File: config.mk
export PLATFORM = sky130hd
export DESIGN_NAME = modexp_xor_enc
export DESIGN_NICKNAME = d
export VERILOG_FILES = /design/src/rtl/modexp_xor_enc.sv
export SDC_FILE = /design/constraint.sdc
export NUM_CORES = 1
export LEC_CHECK = 0
export CELL_PAD_IN_SITES_DETAIL_PLACEMENT = 1
export CELL_PAD_IN_SITES_GLOBAL_PLACEMENT = 1
export CORE_ASPECT_RATIO = 0.8
export CORE_MARGIN = 10
export CORE_UTILIZATION = 45
export CTS_CLUSTER_SIZE = 10
export DETAILED_ROUTE_END_ITERATION = 12
export GPL_TIMING_DRIVEN = 0
export PLACE_DENSITY_LB_ADDON = 0.1
export SLEW_MARGIN = 20
export SYNTH_ARGS = -nofsm -noshare
export SYNTH_HDL_FRONTEND = slang
export SYNTH_SLANG_ARGS = --single-unit
File: constraint.sdc
create_clock -name clk -period 6.5 [get_ports clk]
set_input_delay 1.3 -clock clk [delete_from_list [all_inputs] [get_ports clk]]
set_output_delay 1.3 -clock clk [all_outputs]
set_load 0.1 [all_outputs]
File: src/rtl/modexp_xor_enc.sv
// Serial Diffie-Hellman key/cipher engine: k = base^exp mod p (MSB-first
// square-and-multiply, bit-serial restoring reduction), then c = k ^ msg.
module modexp_xor_enc #(
  parameter int W     = 8,
  parameter int EXP_W = 8
) (
  input  logic             clk,
  input  logic             rst,
  input  logic             start,
  input  logic [W-1:0]     base,
  input  logic [EXP_W-1:0] exp,
  input  logic [W-1:0]     p,
  input  logic [W-1:0]     msg,
  output logic             busy,
  output logic             done,
  output logic             err,
  output logic [W-1:0]     k_o,
  output logic [W-1:0]     c_o
);

  localparam int CNT_W = $clog2(2 * W);
  localparam int IDX_W = (EXP_W > 1) ? $clog2(EXP_W) : 1;

  typedef enum logic [2:0] {IDLE, INIT, MUL, RED, OUT} state_t;

  state_t             state, state_nxt;
  logic [W-1:0]       base_r, p_r, msg_r, acc, rem;
  logic [EXP_W-1:0]   exp_r;
  logic [2*W-1:0]     prod;
  logic [CNT_W-1:0]   cnt;
  logic [IDX_W-1:0]   idx;
  logic               is_mult;

  logic [W:0]         shifted, rem_nxt;
  logic               red_last, take_mult, last_bit;

  // Remainder stays below p, so one shifted-in bit fits in W+1 bits and a
  // single conditional subtract restores it below p again.
  always_comb begin
    shifted   = {rem, prod[2*W-1]};
    rem_nxt   = (shifted >= {1'b0, p_r}) ? shifted - {1'b0, p_r} : shifted;
    red_last  = (cnt == CNT_W'(2 * W - 1));
    take_mult = !is_mult && exp_r[idx];
    last_bit  = (idx == '0);
  end

  always_comb begin
    state_nxt = state;
    case (state)
      IDLE: if (start) state_nxt = INIT;
      INIT: state_nxt = (p_r == '0) ? OUT : MUL;
      MUL:  state_nxt = RED;
      RED: begin
        if (red_last) begin
          if (take_mult)     state_nxt = MUL;
          else if (last_bit) state_nxt = OUT;
          else               state_nxt = MUL;
        end
      end
      OUT:     state_nxt = IDLE;
      default: state_nxt = IDLE;
    endcase
  end

  assign busy = (state != IDLE);
  assign done = (state == OUT);

  always_ff @(posedge clk) begin
    if (rst) state <= IDLE;
    else     state <= state_nxt;
  end

  always_ff @(posedge clk) begin
    if (rst) begin
      base_r  <= '0;
      p_r     <= '0;
      msg_r   <= '0;
      exp_r   <= '0;
      acc     <= '0;
      rem     <= '0;
      prod    <= '0;
      cnt     <= '0;
      idx     <= '0;
      is_mult <= 1'b0;
      err     <= 1'b0;
      k_o     <= '0;
      c_o     <= '0;
    end else begin
      case (state)
        IDLE: begin
          if (start) begin
            base_r <= base;
            exp_r  <= exp;
            p_r    <= p;
            msg_r  <= msg;
            k_o    <= '0;
            c_o    <= '0;
            err    <= 1'b0;
          end
        end
        INIT: begin
          if (p_r == '0) begin
            err <= 1'b1;
          end else begin
            acc     <= (p_r == W'(1)) ? '0 : W'(1);
            idx     <= IDX_W'(EXP_W - 1);
            is_mult <= 1'b0;
          end
        end
        MUL: begin
          prod <= is_mult ? {{W{1'b0}}, acc} * {{W{1'b0}}, base_r}
                          : {{W{1'b0}}, acc} * {{W{1'b0}}, acc};
          rem  <= '0;
          cnt  <= '0;
        end
        RED: begin
          prod <= prod << 1;
          rem  <= rem_nxt[W-1:0];
          cnt  <= cnt + CNT_W'(1);
          if (red_last) begin
            acc <= rem_nxt[W-1:0];
            if (take_mult) begin
              is_mult <= 1'b1;
            end else begin
              is_mult <= 1'b0;
              if (last_bit) begin
                k_o <= rem_nxt[W-1:0];
                c_o <= rem_nxt[W-1:0] ^ msg_r;
              end else begin
                idx <= idx - IDX_W'(1);
              end
            end
          end
        end
        default: ;
      endcase
    end
  end

endmodule

Yosys cells after proc, flatten, opt, wreduce, memory -nomap -nowiden
Cells that the tools add are included.

storage, ports and cells
  bits in registers = 92
  input port bits = 35
  output and inout port bits = 19

operators by class
  add/sub/neg operators = 3
  $mul = 2
  magnitude comparators = 2
  equal/unequal tests = 13
  muxes and demuxes = 38
  bitwise gates (word level) = 1
  reduce and logical (&&, ||, !) cells = 16

operators with widths
  operator             number
  $mux 8               10
  $pmux 8 s2           4
  $mul 8x8->16         2
  $pmux 16 s2          1
  $mux 3               9
  $mux 16              1
  $ne 2x2->1 const B   7
  $pmux 3 s4           1
  $reduce_and 5->1     2
  $ge 9x8->1           1
  $eq 8x1->1 const B   1
  $logic_not 8->1      1
  $pmux 4 s2           1
  $reduce_bool 2->1    4
  $sub 8x8->8          1
  $xor 8x8->8          1
  $mux 1               7
  $eq 3x2->1 const B   2
  $logic_not 3->1      2
  $pmux 3 s2           1
  $reduce_and 3->1     2
  $add 4x1->4 const B  1
  $eq 4x4->1 const B   1
  $lt 3x4->1 const B   1
  9 further kinds      11

Depth between registers and ports, before layout
Gate-level depths: netlist (run 1).

  word-level depth = 7
  mapped depth = 18
  mapped depth without buffers = 18

Worst setup path after synthesis (run 1)
Ideal clock, no wire load.

  path type = flip-flop to flip-flop
  from = register acc[7]
  to = register prod[12]
  data arrival time = 4.347 ns
  required time = 6.368 ns
  path slack = 2.020 ns
  stages on the path, launching flop included = 16
  buffers on the path = 1
  period minus slack after synthesis = 4.480 ns
  path through = dfxtp_1 -> clkbuf_1 -> nand2_1 -> fa_1 -> inv_1 -> fa_1 -> fa_1 -> inv_1 -> fa_1 -> inv_1 -> ha_1 -> or4_1 -> o211ai_1 -> nor2_1 -> o41ai_1 -> a21oi_1

between the ends
  word-level cells in the longest chain between the ends = 3

ends and longest elaborated chain
  what                                    line      source
  start: declaration                      27        logic [W-1:0] base_r, p_r, msg_r, acc, rem;
  start signal: assignment                105       acc <= (p_r == W'(1)) ? '0 : W'(1);
  start signal: assignment                121       acc <= rem_nxt[W-1:0];
  $mul 8x8->16, on equally long branches  112, 111
  $mux 16 (*)                             111       prod <= is_mult ? {{W{1'b0}}, acc} * {{W{1'b0}}, base_r}
  $pmux 16 s2 (*)                         89        case (state)
  end signal: assignment                  111
  end signal: assignment                  117       prod <= prod << 1;
  end: declaration                        29        logic [2*W-1:0] prod;

Every way passes the cells marked *; elsewhere a longest branch is shown, timed or not.
A chain may end at the register's enable or synchronous reset.

Worst setup path in the final report (run 1)
  from = register acc[4]
  to = register prod[12]

Same word-level chain as after synthesis.

==> results of run 1 <==
-- routing by layer --
metal | up-vias | part of all wire, % | GRT usage, %
met5 | - | 0 | 0
met4 | 0 | 0.63 | 2.99
met3 | 15 | 5.9 | 3.60
met2 | 147 | 43 | 30.7
met1 | 3401 | 50 | 29.4
li1 | 3403 | - | -
-- power groups by stage --
stage                     Combinational, mW  Sequential [mW]  Clock (mW)
after floorplan                       0.220            0.631           0
after global placement                0.333            0.638           0
after detailed placement              0.336            0.639           0
after CTS                             0.338            0.627       0.505
after global routing                  0.376            0.631       0.532
final                                 0.340            0.627       0.502
-- synthesized netlist by cell type, types with 8 or more instances --
| library cell | n |
|---|---|
| mux2i_1 | 12 |
| xnor2_1 | 15 |
| xor2_1 | 12 |
| nor3_1 | 18 |
| o21ai_0 | 27 |
| a21o_1 | 8 |
| inv_1 | 112 |
| nor2_1 | 62 |
| nand3_1 | 20 |
| nand2_1 | 119 |
| a21oi_1 | 80 |
| dfxtp_1 | 92 |
| ha_1 | 76 |
| and2_1 | 67 |
| a211oi_1 | 9 |
| clkbuf_1 | 43 |
| a22oi_1 | 21 |
| fa_1 | 62 |
-- metrics by stage --
step,instances,util [%],power (mW)
final,1267,52.2,1.47
after floorplan,976,-,0.851
after CTS,1267,52.2,1.47
after global placement,1253,50.7,0.970
after global routing,1267,52.2,1.54
after detailed placement,1253,50.7,0.976
-- final cells by class --
type                            count  share of cell area, %
Buffer                             48                   2.10
Clock buffer                       12                   2.93
Clock inverter                      2                  0.110
Inverter                          112                   4.62
Multi-Input combinational cell    724                   61.2
Sequential cell                    92                   20.2
Tap cell                          225                   3.09
Timing Repair Buffer               52                   5.72
-- worst max-delay path by stage --
| stage | from | to | slack, ps | depth (start not counted) |
|---|---|---|---|---|
| final | acc[4] | prod[12] | 1140 | 15 |
| after CTS | acc[4] | prod[12] | 1120 | 15 |
| after detailed placement | acc[4] | prod[12] | 1140 | 15 |
| after global placement | acc[4] | prod[12] | 1180 | 15 |
| after floorplan | acc[7] | prod[12] | 2020 | 15 |
| after global routing | acc[4] | prod[15] | 810 | 17 |
-- worst max-delay path, delay by kind of cell (launching register included) --
| kind | cells | cell delay, ps |
|---|---|---|
| DFF | 1 | 590 |
| AOI/OAI and AO/OA | 3 | 780 |
| and+or+nand+nor | 3 | 780 |
| buffers and inverters | 4 | 700 |
| adders and majority gates | 5 | 2360 |
-- logic make-up after synthesis --
family | count (synthesis)
flip-flops | 92
AO/OA/AOI/OAI | 201
buffers and inverters | 160
multiplexers | 19
adder cells (fa/ha/maj) | 138
AND/OR/NAND/NOR | 337
XOR/XNOR | 27
other | 1
-- registers in the layout, summed over array words and instances, names as in the netlist --
signal / cells
acc: 8
base_r: 8
c_o: 8
cnt: 4
err: 1
exp_r: 8
idx: 3
is_mult: 1
k_o: 8
msg_r: 8
p_r: 8
prod: 16
rem: 8
state: 3
==> flow_metrics.env, run 1 <==
export IMPL_critPathMaxFanout=10
export IMPL_slew_limit_headroom_pct=31.7
export IMPL_crit_type="flop to flop"
export IMPL_syn_area_sq_um=8030
export IMPL_p_per_area_nw_per_um2=161
export IMPL_final_cell_mix="nand2_1, inv_1, dfxtp_1, a21oi_1, ha_1"
export IMPL_max_stage_delay_ps=590
export IMPL_path_cells="clkbuf_1 -> nand2_1 -> fa_1 -> inv_1 -> fa_1 -> fa_1 -> inv_1 -> fa_1 -> inv_1 -> ha_1 -> or4_1 -> o211ai_1 -> nor2_1 -> o41ai_1 -> a21oi_1"
export IMPL_multi_input_area_sq_um=5580
export IMPL_row_count=43
export IMPL_synth_top_area_share_pct=22.9
export IMPL_clkSinkCount=92
export IMPL_wl_per_cell_um=18.5
export IMPL_final_nets=1212
export IMPL_reg2regPathDepth=15
export IMPL_final_area_sq_um=9110
export IMPL_cpMostUsedCell="fa_1"
export IMPL_setup_viol=0
export IMPL_swShare_pct=32.2
export IMPL_post_route_cells_drive_above_1_share_pct=3.17
export IMPL_holdPathStages=2
export IMPL_p_sw_mw=0.473
export IMPL_synth_compound_area_share_pct=16.1
export IMPL_first_pass_iters=5
export IMPL_ir_worst_vdd_mv=0.133
export IMPL_skew_ps=4.88
export IMPL_final_antenna_net_count=0
export IMPL_clkLatencyLatePin_ps=340
export IMPL_regArea_sq_um=1840
export IMPL_hp_class="flop to flop"
export IMPL_synthMuxAreaShare_pct=2.76
export IMPL_drv_slew=0
export IMPL_die_x_um=169
export IMPL_tns_ps=0
export IMPL_yosys_area_top_type="dfxtp_1"
export IMPL_r2r_slack_ps=1140
export IMPL_routed_wl_um=23500
export IMPL_grt_pass1_vias=7288
export IMPL_netlist_instances=975
export IMPL_ys_async_sr_fraction_pct=0
export IMPL_antenna_cells=0
export IMPL_cts_root_buf="clkbuf_16"
export IMPL_clockBufferDepth=2
export IMPL_synth_simple_area_share_pct=20.2
export IMPL_outcome="complete, no violations"
export IMPL_r2r_end="prod[12]"
export IMPL_nFillCells=2141
export IMPL_setup_slack_ps=1140
export IMPL_placed_area_sq_um=8830
export IMPL_dpl_worst_slack_ps=1140
export IMPL_grt_antenna_before_repair=0
export IMPL_ys_seq_area_share_pct=22.9
export IMPL_tightest_slew_ps=1020
export IMPL_portBuffers=52
export IMPL_slowest_stage="dfxtp_1"
export IMPL_cts_tree="built"
export IMPL_final_common_cell="nand2_1"
export IMPL_crit_required_ps=6700
export IMPL_ctsHoldBuffers=0
export IMPL_r2r_start="acc[4]"
export IMPL_p_int_mw=0.997
export IMPL_hp_start="k_o[5]"
export IMPL_grt_pass1_wl_um=38800
export IMPL_path_clk_slew_ps=60
export IMPL_synth_edf_count=0
export IMPL_power_frac_comb_pct=23.1
export IMPL_crit_arrival_ps=5560
export IMPL_max_cap_violations=0
export IMPL_cellLeakagePower_nw=4.08
export IMPL_io_pins=54
export IMPL_postCtsSetupBuffers=0
export IMPL_fin_crit_sh_pct=82.4
export IMPL_yosys_warnings=0
export IMPL_synth_top_family_by_area="adder cells"
export IMPL_cts_buffers=9
export IMPL_viasPerCell=5.50
export IMPL_die_area_sq_um=23600
export IMPL_syn_avg_cell_area_sq_um=8.23
export IMPL_period_needed_ps=5360
export IMPL_rsz0062_at_grt="false"
export IMPL_clkPwrFrac_pct=34.2
export IMPL_hold_end="k_o[5]"
export IMPL_core_sq_um=17400
export IMPL_hold_viol=0
export IMPL_cp_end_kind="flop"
export IMPL_h_tree_depth=3
export IMPL_fmax_mhz=187
export IMPL_synth_cell_types=66
export IMPL_ys_seq_elements=92
export IMPL_p_seq_share_pct=42.7
export IMPL_drt_iter0_drc=400
export IMPL_grt_max_degree=14
export IMPL_start_util_pct=46.0
export IMPL_synthFlopType="dfxtp_1"
export IMPL_synth_xor_area_share_pct=2.95
export IMPL_grt_ovfl_total=0
export IMPL_vias=6966
export IMPL_die_h_um=139
export IMPL_dp_hpwl_um=19200
export IMPL_gp_congestion=0.874
export IMPL_synthTopCellsByArea="dfxtp_1, fa_1, ha_1"
export IMPL_synth_fa_ha_area_share_pct=27.3
export IMPL_hold_ws_ps=452
export IMPL_grt_use_total_pct=20.2
export IMPL_cts_repair_resized=0
export IMPL_start_kind="flop"
export IMPL_syn2layout_area_growth_pct=13.5
export IMPL_drc=0
(Power assumes the default switching activity.)
==> run 2: changes to the inputs <==
Settings changed: CORE_UTILIZATION 45 to 42.
Clock period 6.5 ns to 4.51 ns, I/O delays scaled along.
==> flow_metrics.env, run 2 (same netlist as run 1, synthesis figures left out) <==
export IMPL_outcome="complete, no violations"
export IMPL_die_area_sq_um=25100
export IMPL_core_sq_um=18900
export IMPL_critPathMaxFanout=6
export IMPL_reg2regPathDepth=16
export IMPL_r2r_slack_ps=100
export IMPL_regArea_sq_um=1880
export IMPL_period_needed_ps=4410
export IMPL_slowest_stage="fa_1"
export IMPL_r2r_start="acc[3]"
export IMPL_path_delay_family="adder cells"
export IMPL_final_cell_mix="nand2_1, inv_1, dfxtp_1, a21oi_1, ha_1"
export IMPL_largest_reg_flops=16
export IMPL_hold_viol=0
export IMPL_start_kind="flop"
export IMPL_clkSinkCount=92
export IMPL_clkLatencyLatePin_ps=340
export IMPL_fin_util_pct=52.5
export IMPL_worstSetupStartpoint="acc[3]"
export IMPL_die_h_um=144
export IMPL_portBuffers=52
export IMPL_antenna_cells=0
export IMPL_slew_limit_headroom_pct=27.1
export IMPL_post_route_cells_drive_above_1_share_pct=13.0
export IMPL_start_util_pct=42.5
export IMPL_drv_slew=0
export IMPL_final_nets=1242
export IMPL_cts_root_buf="clkbuf_16"
export IMPL_holdPathStages=2
export IMPL_ir_worst_vdd_mv=0.175
export IMPL_cts_buffers=9
export IMPL_fin_crit_sh_pct=97.8
export IMPL_tightest_slew_ps=1090
export IMPL_critical_path_endpoint="prod[12]"
export IMPL_wl_per_cell_um=18.8
export IMPL_path_clk_slew_ps=70
export IMPL_multi_input_area_sq_um=5870
export IMPL_setup_viol=0
export IMPL_drt_iter0_drc=447
export IMPL_cp_end_kind="flop"
export IMPL_ctsHoldBuffers=0
export IMPL_syn2layout_area_growth_pct=23.5
export IMPL_crit_buf_inv=5
export IMPL_grt_max_degree=17
export IMPL_drc=0
export IMPL_path_cells="clkinvlp_4 -> buf_4 -> ha_2 -> or2_4 -> fa_1 -> fa_1 -> inv_2 -> fa_1 -> inv_2 -> ha_4 -> or4_4 -> o211ai_1 -> buf_4 -> nor4b_4 -> o41ai_2 -> a21oi_1"
export IMPL_p_per_area_nw_per_um2=231
export IMPL_max_stage_delay_ps=600
export IMPL_die_x_um=175
export IMPL_final_common_cell="nand2_1"
export IMPL_hp_class="flop to flop"
export IMPL_crit_required_ps=4780
export IMPL_grt_antenna_before_repair=1
export IMPL_top_register="prod"
export IMPL_skew_ps=10.0
export IMPL_dp_hpwl_um=19200
export IMPL_cts_tree="built"
export IMPL_grt_ovfl_total=0
export IMPL_grt_use_total_pct=19.3
export IMPL_cpMostUsedCell="fa_1"
export IMPL_h_tree_depth=3
export IMPL_grt_pass1_wl_um=39000
export IMPL_cellLeakagePower_nw=4.35
export IMPL_cp_depth=16
export IMPL_max_cap_violations=0
export IMPL_r2r_end="prod[12]"
export IMPL_grt_pass1_vias=7287
export IMPL_vias=7164
export IMPL_first_pass_iters=5
export IMPL_routed_wl_um=25100
export IMPL_total_power_mw=2.28
export IMPL_clockBufferDepth=2
export IMPL_nFillCells=2262
export IMPL_io_pins=54
export IMPL_gp_congestion=0.825
export IMPL_final_antenna_net_count=0
export IMPL_crit_type="flop to flop"
export IMPL_fmax_mhz=227
export IMPL_crit_arrival_ps=4680
export IMPL_viasPerCell=5.38
export IMPL_row_count=45
-- run 2: worst min-delay path by stage --
stage / startpoint / end / slack, ps
floorplan: prod[6] / prod[6] / 430
global placement: prod[6] / prod[6] / 440
detailed placement: exp_r[3] / exp_r[3] / 450
CTS: exp_r[3] / exp_r[3] / 460
global route: prod[3] / prod[3] / 490
finish: exp_r[3] / exp_r[3] / 460
-- run 2: per-stage QoR --
| stage | setup WS, ps | area, sq um | TNS [ps] | hold WS, ps | std cells |
|---|---|---|---|---|---|
| 2_1_floorplan | 30.3 | 8030 | 0 | 432 | 976 |
| 4_1_cts | -8.64 | 9470 | -8.64 | 459 | 1309 |
| 3_5_place_dp | -1010 | 8870 | -6530 | 448 | 1286 |
| 6_report | 101 | 9910 | 0 | 457 | 1332 |
| 3_3_place_gp | -988 | 8870 | -6280 | 442 | 1286 |
| 5_1_grt | -84.2 | 9910 | -345 | 487 | 1332 |
-- run 2: area by class of cell --
| class | instances | area share (%) |
|---|---|---|
| sequential | 92 | 18.9 |
| multi-input combinational | 724 | 59.3 |
| inverter | 112 | 4.32 |
| timing repair buffer | 82 | 7.74 |
| clock buffer | 9 | 2.27 |
| tap | 258 | 3.26 |
| buffer | 48 | 2.98 |
| clock inverter | 7 | 1.24 |
-- run 2: what timing repair did --
item,4_1_cts,5_1_grt
setup buffers,7,22
gates resized for setup,58,65
cloned,0,1
hold endpoints to repair,0,0
pin swaps,7,42
endpoints found under the setup margin,10,8
-- run 2: tightest hold or removal path, stage by stage, from the launching register on --
cell and delay (ps):
dfxtp_1 310, nand2_1 50, a21oi_1 50
-- run 2: power by group --
group | switching (mW) | leakage, nW | internal (mW)
Combinational | 0.327 | 3.43 | 0.174
Sequential | 0.0498 | 0.756 | 0.851
Clock | 0.337 | 0.162 | 0.545
Total | 0.714 | 4.35 | 1.57
-- run 2: per-layer routing --
metal,wire (um),global-route usage [%]
met5,0,0
met4,235,2.63
met3,889,2.96
met2,11200,30.4
met1,12800,27.7
